### src/rtl/regfile_access_arbiter.sv
// regfile_access_arbiter: round-robin sharing of a 64x16 dual-read register file
// between two clients, one access per IDLE -> ISSUE -> CAPTURE pass.
module regfile_access_arbiter #(
    parameter int ADDR_WIDTH = 6,
    parameter int DATA_WIDTH = 16
) (
    input  logic                  Clock,
    input  logic                  Reset,
    input  logic                  Req0,
    input  logic                  Write0,
    input  logic [ADDR_WIDTH-1:0] AddrA0,
    input  logic [ADDR_WIDTH-1:0] AddrB0,
    input  logic [DATA_WIDTH-1:0] WData0,
    input  logic                  Req1,
    input  logic                  Write1,
    input  logic [ADDR_WIDTH-1:0] AddrA1,
    input  logic [ADDR_WIDTH-1:0] AddrB1,
    input  logic [DATA_WIDTH-1:0] WData1,
    output logic                  Grant0,
    output logic                  Grant1,
    output logic                  Done0,
    output logic                  Done1,
    output logic [DATA_WIDTH-1:0] RDataA0,
    output logic [DATA_WIDTH-1:0] RDataB0,
    output logic [DATA_WIDTH-1:0] RDataA1,
    output logic [DATA_WIDTH-1:0] RDataB1,
    output logic [ADDR_WIDTH-1:0] RfAddressA,
    output logic [ADDR_WIDTH-1:0] RfAddressB,
    output logic [DATA_WIDTH-1:0] RfWriteData,
    output logic                  RfWriteEnable,
    input  logic [DATA_WIDTH-1:0] RfReadDataA,
    input  logic [DATA_WIDTH-1:0] RfReadDataB,
    output logic                  Busy
);
    typedef enum logic [1:0] {IDLE, ISSUE, CAPTURE} state_t;
    state_t state, state_nx;
    logic   any_req, sel, last, is_write;

    always_comb begin
        any_req  = Req0 | Req1;
        sel      = (Req0 & Req1) ? ~last : Req1;
        state_nx = (state == IDLE)  ? (any_req ? ISSUE : IDLE) :
                   (state == ISSUE) ? CAPTURE : IDLE;
    end

    always_ff @(posedge Clock or posedge Reset)
        if (Reset) state <= IDLE;
        else       state <= state_nx;

    // last doubles as the owner of the access in flight
    always_ff @(posedge Clock or posedge Reset) begin
        if (Reset) begin
            last          <= 1'b1;
            is_write      <= 1'b0;
            Grant0        <= 1'b0;
            Grant1        <= 1'b0;
            Done0         <= 1'b0;
            Done1         <= 1'b0;
            Busy          <= 1'b0;
            RfAddressA    <= '0;
            RfAddressB    <= '0;
            RfWriteData   <= '0;
            RfWriteEnable <= 1'b0;
            RDataA0       <= '0;
            RDataB0       <= '0;
            RDataA1       <= '0;
            RDataB1       <= '0;
        end else begin
            Grant0 <= 1'b0;
            Grant1 <= 1'b0;
            Done0  <= 1'b0;
            Done1  <= 1'b0;
            Busy   <= state_nx != IDLE;
            if (state == IDLE && any_req) begin
                RfAddressA    <= sel ? AddrA1 : AddrA0;
                RfAddressB    <= sel ? AddrB1 : AddrB0;
                RfWriteData   <= sel ? WData1 : WData0;
                RfWriteEnable <= sel ? Write1 : Write0;
                is_write      <= sel ? Write1 : Write0;
                Grant0        <= ~sel;
                Grant1        <= sel;
                last          <= sel;
            end
            if (state == ISSUE) RfWriteEnable <= 1'b0;
            if (state == CAPTURE) begin
                Done0 <= ~last;
                Done1 <= last;
                if (!is_write && !last) begin
                    RDataA0 <= RfReadDataA;
                    RDataB0 <= RfReadDataB;
                end
                if (!is_write && last) begin
                    RDataA1 <= RfReadDataA;
                    RDataB1 <= RfReadDataB;
                end
            end
        end
    end
endmodule

### config.mk
export PLATFORM = sky130hd
export DESIGN_NAME = regfile_access_arbiter
export DESIGN_NICKNAME = d
export VERILOG_FILES = /design/src/rtl/regfile_access_arbiter.sv
export SDC_FILE = /design/constraint.sdc
export NUM_CORES = 1
export LEC_CHECK = 0
export CORE_MARGIN = 3
export CORE_UTILIZATION = 37
export CTS_CLUSTER_DIAMETER = 80
export DETAILED_ROUTE_END_ITERATION = 7
export PLACE_DENSITY = 0.81
export SLEW_MARGIN = 10
export SYNTH_ARGS = -nofsm -noshare
export SYNTH_HDL_FRONTEND = slang
export SYNTH_SLANG_ARGS = --single-unit
### constraint.sdc
create_clock -name Clock -period 3.6 [get_ports Clock]
set_input_delay 0.72 -clock Clock [delete_from_list [all_inputs] [get_ports Clock]]
set_output_delay 0.72 -clock Clock [all_outputs]
set_load 0.005 [all_outputs]
# --- After elaboration in Yosys (flattened, before gate mapping) ---
# Index checks and enable logic that the tools add are counted.
classes:
  magnitude_cmp: 0
  mux: 14
  n_bitwise: 4
  div: 0
  mul: 0
  n_reduce_logical: 10
  n_addsub: 0
  n_shift: 0
  n_eq_ne: 2
op_table:
  columns: ["cell", "n"]
  rows:
  - ["16-bit two-way mux", 1]
  - ["6-bit two-way mux", 2]
  - ["1-bit two-way mux", 9]
  - ["2-bit two-way mux", 2]
  - ["2-bit AND reduction", 2]
  - ["2-bit nonzero test", 2]
  - ["1-bit logical AND", 3]
  - ["2-bit by 1-bit equality test with 1-bit output, second input constant", 1]
  - ["2-bit equality test, second input constant", 1]
  - ["1-bit zero test", 2]
  - ["2-bit zero test", 1]
  - ["1-bit NOT", 2]
  - ["1-bit AND", 1]
  - ["1-bit OR", 1]
totals:
  ramBits: 0
  out_inout_bits: 98
  romBits: 0
  ff_bits: 102
  in_bits: 94
  latchBits: 0
  n_memories: 0

# --- Longest topological paths before layout ---
# Gate-level depths: netlist of run 1.
depth:
  ltp_word: 5
  depth_mapped: 5

# --- Worst setup path after synthesis of run 1 ---
# No wires, ideal clock.
synth_path:
  kind: "in2reg"
  start: "in Req1"
  end: "reg RfAddressA[0]"
  stages: 5
  arrival_ps: 1545
  n_path_buf: 2
  setup_slack_ps: 1929
  setup_ps: 126
  path_cell_list: "a21boi_2 > nor3_1 > buf_4 > buf_4 > a221o_1"
synth_between:
  elab_chain_cells: 3
  elab_cells_between_ends: 5
  classes_between: "2 x mux; 2 x bitwise; 1 x reduce/logical"
synth_lines:
  columns: ["item", "line_no", "source"]
  rows:
  - ["from (decl)", "14", "input logic Req1,"]
  - ["1-bit AND", "41", "sel = (Req0 & Req1) ? ~last : Req1;"]
  - ["1-bit two-way mux", "41", null]
  - ["6-bit two-way mux", "75", "RfAddressA <= sel ? AddrA1 : AddrA0;"]
  - ["to (signal assigned)", "75", null]
  - ["to (decl)", "27", "output logic [ADDR_WIDTH-1:0] RfAddressA,"]
# Several ways; a longest one is shown, not always the timed one.
# A chain may end at the register's enable or synchronous reset.

# --- Worst setup path after layout of run 1 ---
layout_path:
  start: "reg state[1]"
  end: "reg RDataB0[7]"
layout_between:
  elab_chain_cells: 2
layout_lines:
  columns: ["item", "line_no", "source"]
  rows:
  - ["from (decl)", "36", "state_t state, state_nx;"]
  - ["from (signal assigned)", "48", "else state <= state_nx;"]
  - ["2-bit equality test", "85", "if (state == CAPTURE) begin"]
  - ["2-bit AND reduction (no line)", null, null]
  - ["to (signal assigned)", "90", "RDataB0 <= RfReadDataB;"]
  - ["to (decl)", "24", "output logic [DATA_WIDTH-1:0] RDataB0,"]
# No other way between the ends.

==> run_results.csv, run 1 <==
group,metric,value,unit
outcome,status,"finished, final reports clean",
die,io_pins,192,
routing,drtAntennaViolNets,0,
final_layout,drive_gt1_share,20.13,%
routing,drt_iter0_markers,90,
sta,fmax,490.5,MHz
place,port_buffers,191,
global_routing,grtUsageTotal,16.85,%
clocking,clk_latency,0.35,ns
power_and_ir_drop,ir_drop,0.0003849,V
sta,hold_violations,0,
sta,fin_crit_sh,56.63,%
die,die_w,111.9,um
worst_setup_path,worstReg2RegStart,"state[1]",
power_and_ir_drop,p_comb_share,45.9,%
clocking,cts_tree,"built",
sta,slew_viol_final,0,
sta,setup_viol,0,
power_and_ir_drop,p_per_area,842.6,mW/mm^2
yosys,ys_seq_area_share,61.49,%
power_and_ir_drop,leakagePower,2.788,nW
yosys,syn_avg_cell_area,15.73,sq um
yosys,synth_warnings,0,
global_routing,overflow,0,
routing,finalWirelength,10.50,mm
yosys,synth_top_family_by_area,"multiplexers",
global_routing,grt_max_degree,65,
global_routing,grt_pass1_wl,16.93,mm
place,placed_cell_area,0.006148,sq mm
die,die_area,0.01253,sq mm
worst_setup_path,worstPathArrival,2.28,ns
worst_setup_path,r2r_slack,1.56,ns
routing,routed_via_density,4.993,
die,start_util,38.14,%
routing,drt-pass1-iter-count,4,
yosys,synth_xor_area_share,0,%
yosys,synth_fa_ha_area_share,0,%
sta,timing.hold.ws,0.4944,ns
sta,slew-limit-headroom,36.41,%
clocking,root_buffer,"clkbuf_8",
global_routing,antenna_found_initial,0,
min_path,min_from,"RDataB0[10]",
routing,drc,0,
sta,setup_tns,0,ns
yosys,synthCells,264,
routing,num_vias,2981,
worst_setup_path,r2r_cells,3,
final_layout,mostFrequentLayoutCells,"191 x clkdlybuf4s50_1, 101 x dfrtp_1, 32 x mux2_2, 30 x mux2_4",
yosys,synth_ff_type,"dfrtp_1",
yosys,syn-num-nets,358,
sta,fin_crit,2.039,ns
clocking,cts.path.max_buffers,2,
worst_setup_path,timing.critical_path.slowest_stage_cell,"nor2b_4",
clocking,cts.clk_slew.worst_paths,0.10,ns
yosys,syn_area,0.004153,sq mm
final_layout,nets,546,
min_path,hold_end,"RDataB0[10]",
final_layout,n_antenna_cell,0,
yosys,synthMuxAreaShare,20.31,%
worst_setup_path,path_cells,"nor3b_2 -> nor2b_4 -> mux2_2",
sta,grt_setup_unrepaired,"no",
worst_setup_path,max_stage_delay,0.80,ns
flow_run,cap_violations,0,
clocking,cts_resized,0,
worst_setup_path,cp-start-kind,"flip-flop",
clocking,cts_setup_buffers,0,
worst_setup_path,worstPathRequired,3.84,ns
power_and_ir_drop,p_int,0.003887,W
yosys,synth_seq_cells,102,
clocking,htreeDepth,3,
final_layout,layout_commonest_cell,"clkdlybuf4s50_1",
die,core-area,0.01089,sq mm
sta,skew,0.008341,ns
yosys,async_flop_share,100.0,%
power_and_ir_drop,pwr-share-clk,15.9,%
min_path,hold_depth,1,
worst_setup_path,cp_max_fo,32,
clocking,cts.sinks,102,
power_and_ir_drop,p_sw,0.001501,W
min_path,hold_class,"reg -> reg",
sta,timing.final.ws_setup,1.561,ns
yosys,synth-edff-count,0,
yosys,synth_simple_gate_area_share,6.177,%
place,globalplace.congestion,0.8325,
sta,worst_pin_slew,0.9519,ns
worst_setup_path,r2r-end,"RDataB0[7]",
worst_setup_path,crit_type,"reg -> reg",
die,fp-row-count,38,
power_and_ir_drop,swShare,27.86,%
power_and_ir_drop,p_seq_share,38.2,%
global_routing,grt_pass1_vias,3163,
die,die_h,111.9,um
worst_setup_path,endpoint_kind,"flip-flop",
place,place_ws,1.214,ns
routing,wl_per_cell,17.59,um
final_layout,syn_to_final_growth,53.99,%
yosys,ys_types,26,
clocking,hold_buffers,0,
yosys,synth-compound-area-share,7.804,%
clocking,cts_buffers,9,
final_layout,final_cell_area,0.006395,sq mm
place,dp_hpwl,7.698,mm
[sequential cells by signal (all words and copies together) (netlist names), 2 cells and up]
register	flops
RDataB0	16
state	2
RDataA0	16
RfWriteData	16
RDataA1	16
RfAddressA	6
RfAddressB	6
RDataB1	16
[critical path: cells and delay by family, from the launching register on]
| family | cells | cell delay [ns] |
|---|---|---|
| flops | 1 | 0.44 |
| mux | 1 | 0.42 |
| simple gates | 2 | 1.03 |
[synth_stat cells (2+ instances only)]
cell	n	share of area (%)
and3_1	28	4.2
o21ai_0	4	0.48
mux2_1	2	0.54
nor3_1	2	0.24
buf_4	3	0.54
clkbuf_1	8	0.72
dfrtp_1	101	61
nor2b_1	2	0.30
nor2_1	3	0.27
inv_1	2	0.18
buf_2	2	0.24
mux2_4	30	11
a221o_1	28	6.7
mux2_2	32	8.7
buf_12	3	1.4
buf_6	4	1.1
[worst max path at each step]
stage | start | to | depth (start not counted)
after floorplan | Reset | Busy | 1
after global routing | state[1] | RDataB0[7] | 3
after detailed placement | Req1 | RfWriteData[12] | 5
final | state[1] | RDataB0[7] | 3
after global placement | Req1 | RfWriteData[7] | 5
after CTS | state[1] | RDataB0[7] | 3
[layout make-up]
class / instances / area, sq um
multi-input combinational: 140 / 1440
timing repair buffer: 197 / 1969
clock buffer: 10 / 137.6
tap: 140 / 175.2
sequential: 102 / 2554
fill: 882 / 4493
clock inverter: 6 / 108.9
inverter: 2 / 10.01
[power groups by stage]
| stage | clock, W | combinational (W) | sequential, W |
|---|---|---|---|
| after global routing | 0.000924 | 0.00264 | 0.00214 |
| after global placement | 0 | 0.00243 | 0.00205 |
| after floorplan | 0 | 0.00107 | 0.00208 |
| after detailed placement | 0 | 0.00250 | 0.00207 |
| after CTS | 0.000883 | 0.00250 | 0.00206 |
| final | 0.000857 | 0.00247 | 0.00206 |
[cell families after synthesis]
| family | Yosys count |
|---|---|
| flops | 102 |
| buf+inv | 22 |
| mux | 65 |
| compound gates | 35 |
| simple gates | 40 |
[per-layer routing]
metal / wire (um) / up-vias / GRT usage, %
met2: 5031 / 150 / 27.62
li1: - / 1352 / -
met5: 0 / - / 0
met3: 937 / 12 / 4.783
met4: 162 / 0 / 6.330
met1: 4369 / 1467 / 21.33
[through the flow]
step | power [W] | util (%) | cells
floorplan | 0.003148 | - | 264
global placement | 0.004482 | 56.47 | 581
detailed placement | 0.004576 | 56.47 | 581
CTS | 0.005450 | 58.73 | 597
global route | 0.005699 | 58.73 | 597
finish | 0.005388 | 58.73 | 597
Note: power is estimated with default switching activity, not from simulation.
==> inputs of run 2 (changes only) <==
- CORE_UTILIZATION: 37 -> 40
- PLACE_DENSITY: 0.81 -> 0.83
- clock period: 3.6 -> 1.9 ns (I/O delays scaled with it)
==> run_results.csv, run 2 (synthesis results as in run 1) <==
group,metric,value,unit
outcome,status,"finished, final reports clean",
clocking,root_buffer,"clkbuf_8",
global_routing,antenna_found_initial,0,
die,start_util,41.72,%
global_routing,grtUsageTotal,17.51,%
flow_run,cap_violations,0,
power_and_ir_drop,p_sw,0.002884,W
place,dp_hpwl,7.699,mm
place,globalplace.congestion,0.7643,
global_routing,grt_max_degree,40,
sta,grt_setup_unrepaired,"no",
sta,slew_viol_final,0,
clocking,cts_setup_buffers,0,
worst_setup_path,r2r_cells,4,
sta,setup_viol,0,
clocking,cts.sinks,102,
routing,routed_via_density,4.973,
min_path,hold_class,"in -> async",
clocking,cts.clk_slew.worst_paths,0.11,ns
power_and_ir_drop,p_per_area,1560,mW/mm^2
worst_setup_path,cp-endpoint,"RDataA1[15]",
worst_setup_path,worstReg2RegStart,"last",
global_routing,grt_pass1_wl,15.81,mm
final_layout,n_antenna_cell,0,
routing,num_vias,2959,
place,port_buffers,191,
clocking,clk_latency,0.37,ns
worst_setup_path,worstPathArrival,1.91,ns
sta,fin_crit_sh,87.26,%
final_layout,mostFrequentLayoutCells,"191 x clkdlybuf4s50_1, 101 x dfrtp_1, 32 x mux2_2, 30 x mux2_4",
final_layout,layout_commonest_cell,"clkdlybuf4s50_1",
sta,setup_tns,0,ns
worst_setup_path,worstPathRequired,2.15,ns
power_and_ir_drop,p_seq_share,38.6,%
final_layout,syn_to_final_growth,55.53,%
sta,hold_violations,0,
final_layout,drive_gt1_share,21.00,%
die,die_h,107.9,um
routing,drt_iter0_markers,131,
sta,fmax,603.2,MHz
worst_setup_path,cp-start-kind,"flip-flop",
worst_setup_path,critPathLaunch,"last",
worst_setup_path,crit_type,"reg -> reg",
die,fp-row-count,36,
sta,slew-limit-headroom,75.52,%
global_routing,overflow,0,
worst_setup_path,cp_max_fo,32,
die,die_area,0.01164,sq mm
clocking,cts_buffers,9,
worst_setup_path,r2r_slack,0.24,ns
power_and_ir_drop,p_comb_share,47.3,%
clocking,cts_tree,"built",
power_and_ir_drop,p_int,0.007193,W
power_and_ir_drop,ir_drop,0.0006031,V
sta,skew,0.02417,ns
power_and_ir_drop,pwr-share-clk,14.1,%
sta,worst_pin_slew,0.3665,ns
clocking,hold_buffers,0,
die,core-area,0.009955,sq mm
die,die_w,107.9,um
clocking,htreeDepth,3,
worst_setup_path,endpoint_kind,"flip-flop",
routing,drt-pass1-iter-count,4,
routing,finalWirelength,10.06,mm
power_and_ir_drop,swShare,28.62,%
power_and_ir_drop,leakagePower,2.809,nW
global_routing,grt_pass1_vias,3125,
worst_setup_path,r2r-end,"RDataA1[15]",
routing,drtAntennaViolNets,0,
final_layout,nets,551,
clocking,cts_resized,0,
die,io_pins,192,
sta,fin_crit,1.658,ns
clocking,cts.path.max_buffers,2,
routing,drc,0,
routing,wl_per_cell,16.90,um
sta,timing.hold.ws,0.3366,ns
## run 2: metrics by stage
step                      util (%)  worst slack, ns  instances  instance area (sq um)  power, W
after floorplan                  -           0.3032        264                   4156  0.005965
after global routing         64.88           0.1873        595                   6459   0.01069
final                        64.88           0.2422        595                   6459   0.01008
after CTS                    64.88           0.2106        595                   6459   0.01020
after detailed placement     62.77         0.007173        579                   6248  0.008758
after global placement       62.77          0.07399        579                   6248  0.008595
## run 2: worst min-delay path by stage
stage	startpoint	to	slack (ns)	cells after the start
2_1_floorplan	state[1]	state[1]	0.48	1
3_3_place_gp	RDataB0[10]	RDataB0[10]	0.47	1
3_5_place_dp	RDataB0[10]	RDataB0[10]	0.49	1
4_1_cts	Reset	RDataB1[2]	0.34	2
5_1_grt	Reset	RDataB1[2]	0.35	2
6_report	Reset	RDataB1[2]	0.34	2
## run 2: final cells by class
cell class	instances	area [sq um]
Fill cell	737	3496
Timing Repair Buffer	202	2082
Multi-Input combinational cell	140	1435
Clock inverter	7	86.33
Clock buffer	9	123.9
Tap cell	133	166.4
Inverter	2	11.26
Sequential cell	102	2554
## run 2: power groups by stage
stage               sequential [W]  combinational (W)  clock [W]
floorplan                  0.00393            0.00203          0
global placement           0.00387            0.00473          0
detailed placement         0.00391            0.00485          0
CTS                        0.00389            0.00484    0.00147
global route               0.00402            0.00511    0.00155
finish                     0.00389            0.00477    0.00142
## run 2: critical path, stage by stage, from the launching register on
cell	delay, ns
dfstp_2	0.58
and3b_1	0.19
nor2b_4	0.16
buf_12	0.25
mux2_2	0.36
## run 2: routing by layer
metal	vias up	GRT usage, %	part of all wire [%]	wire [um]
li1	1360	-	-	-
met1	1448	20.50	40	4024
met2	132	30.33	50	5036
met3	19	4.919	7.5	753
met4	0	6.853	2.4	240
met5	-	0	0	0
==> inputs of run 3 (changes only) <==
- GPL_TIMING_DRIVEN: default -> 1
==> results of run 3 <==
The final DEF is identical to that of run 2; final timing and power are the same.
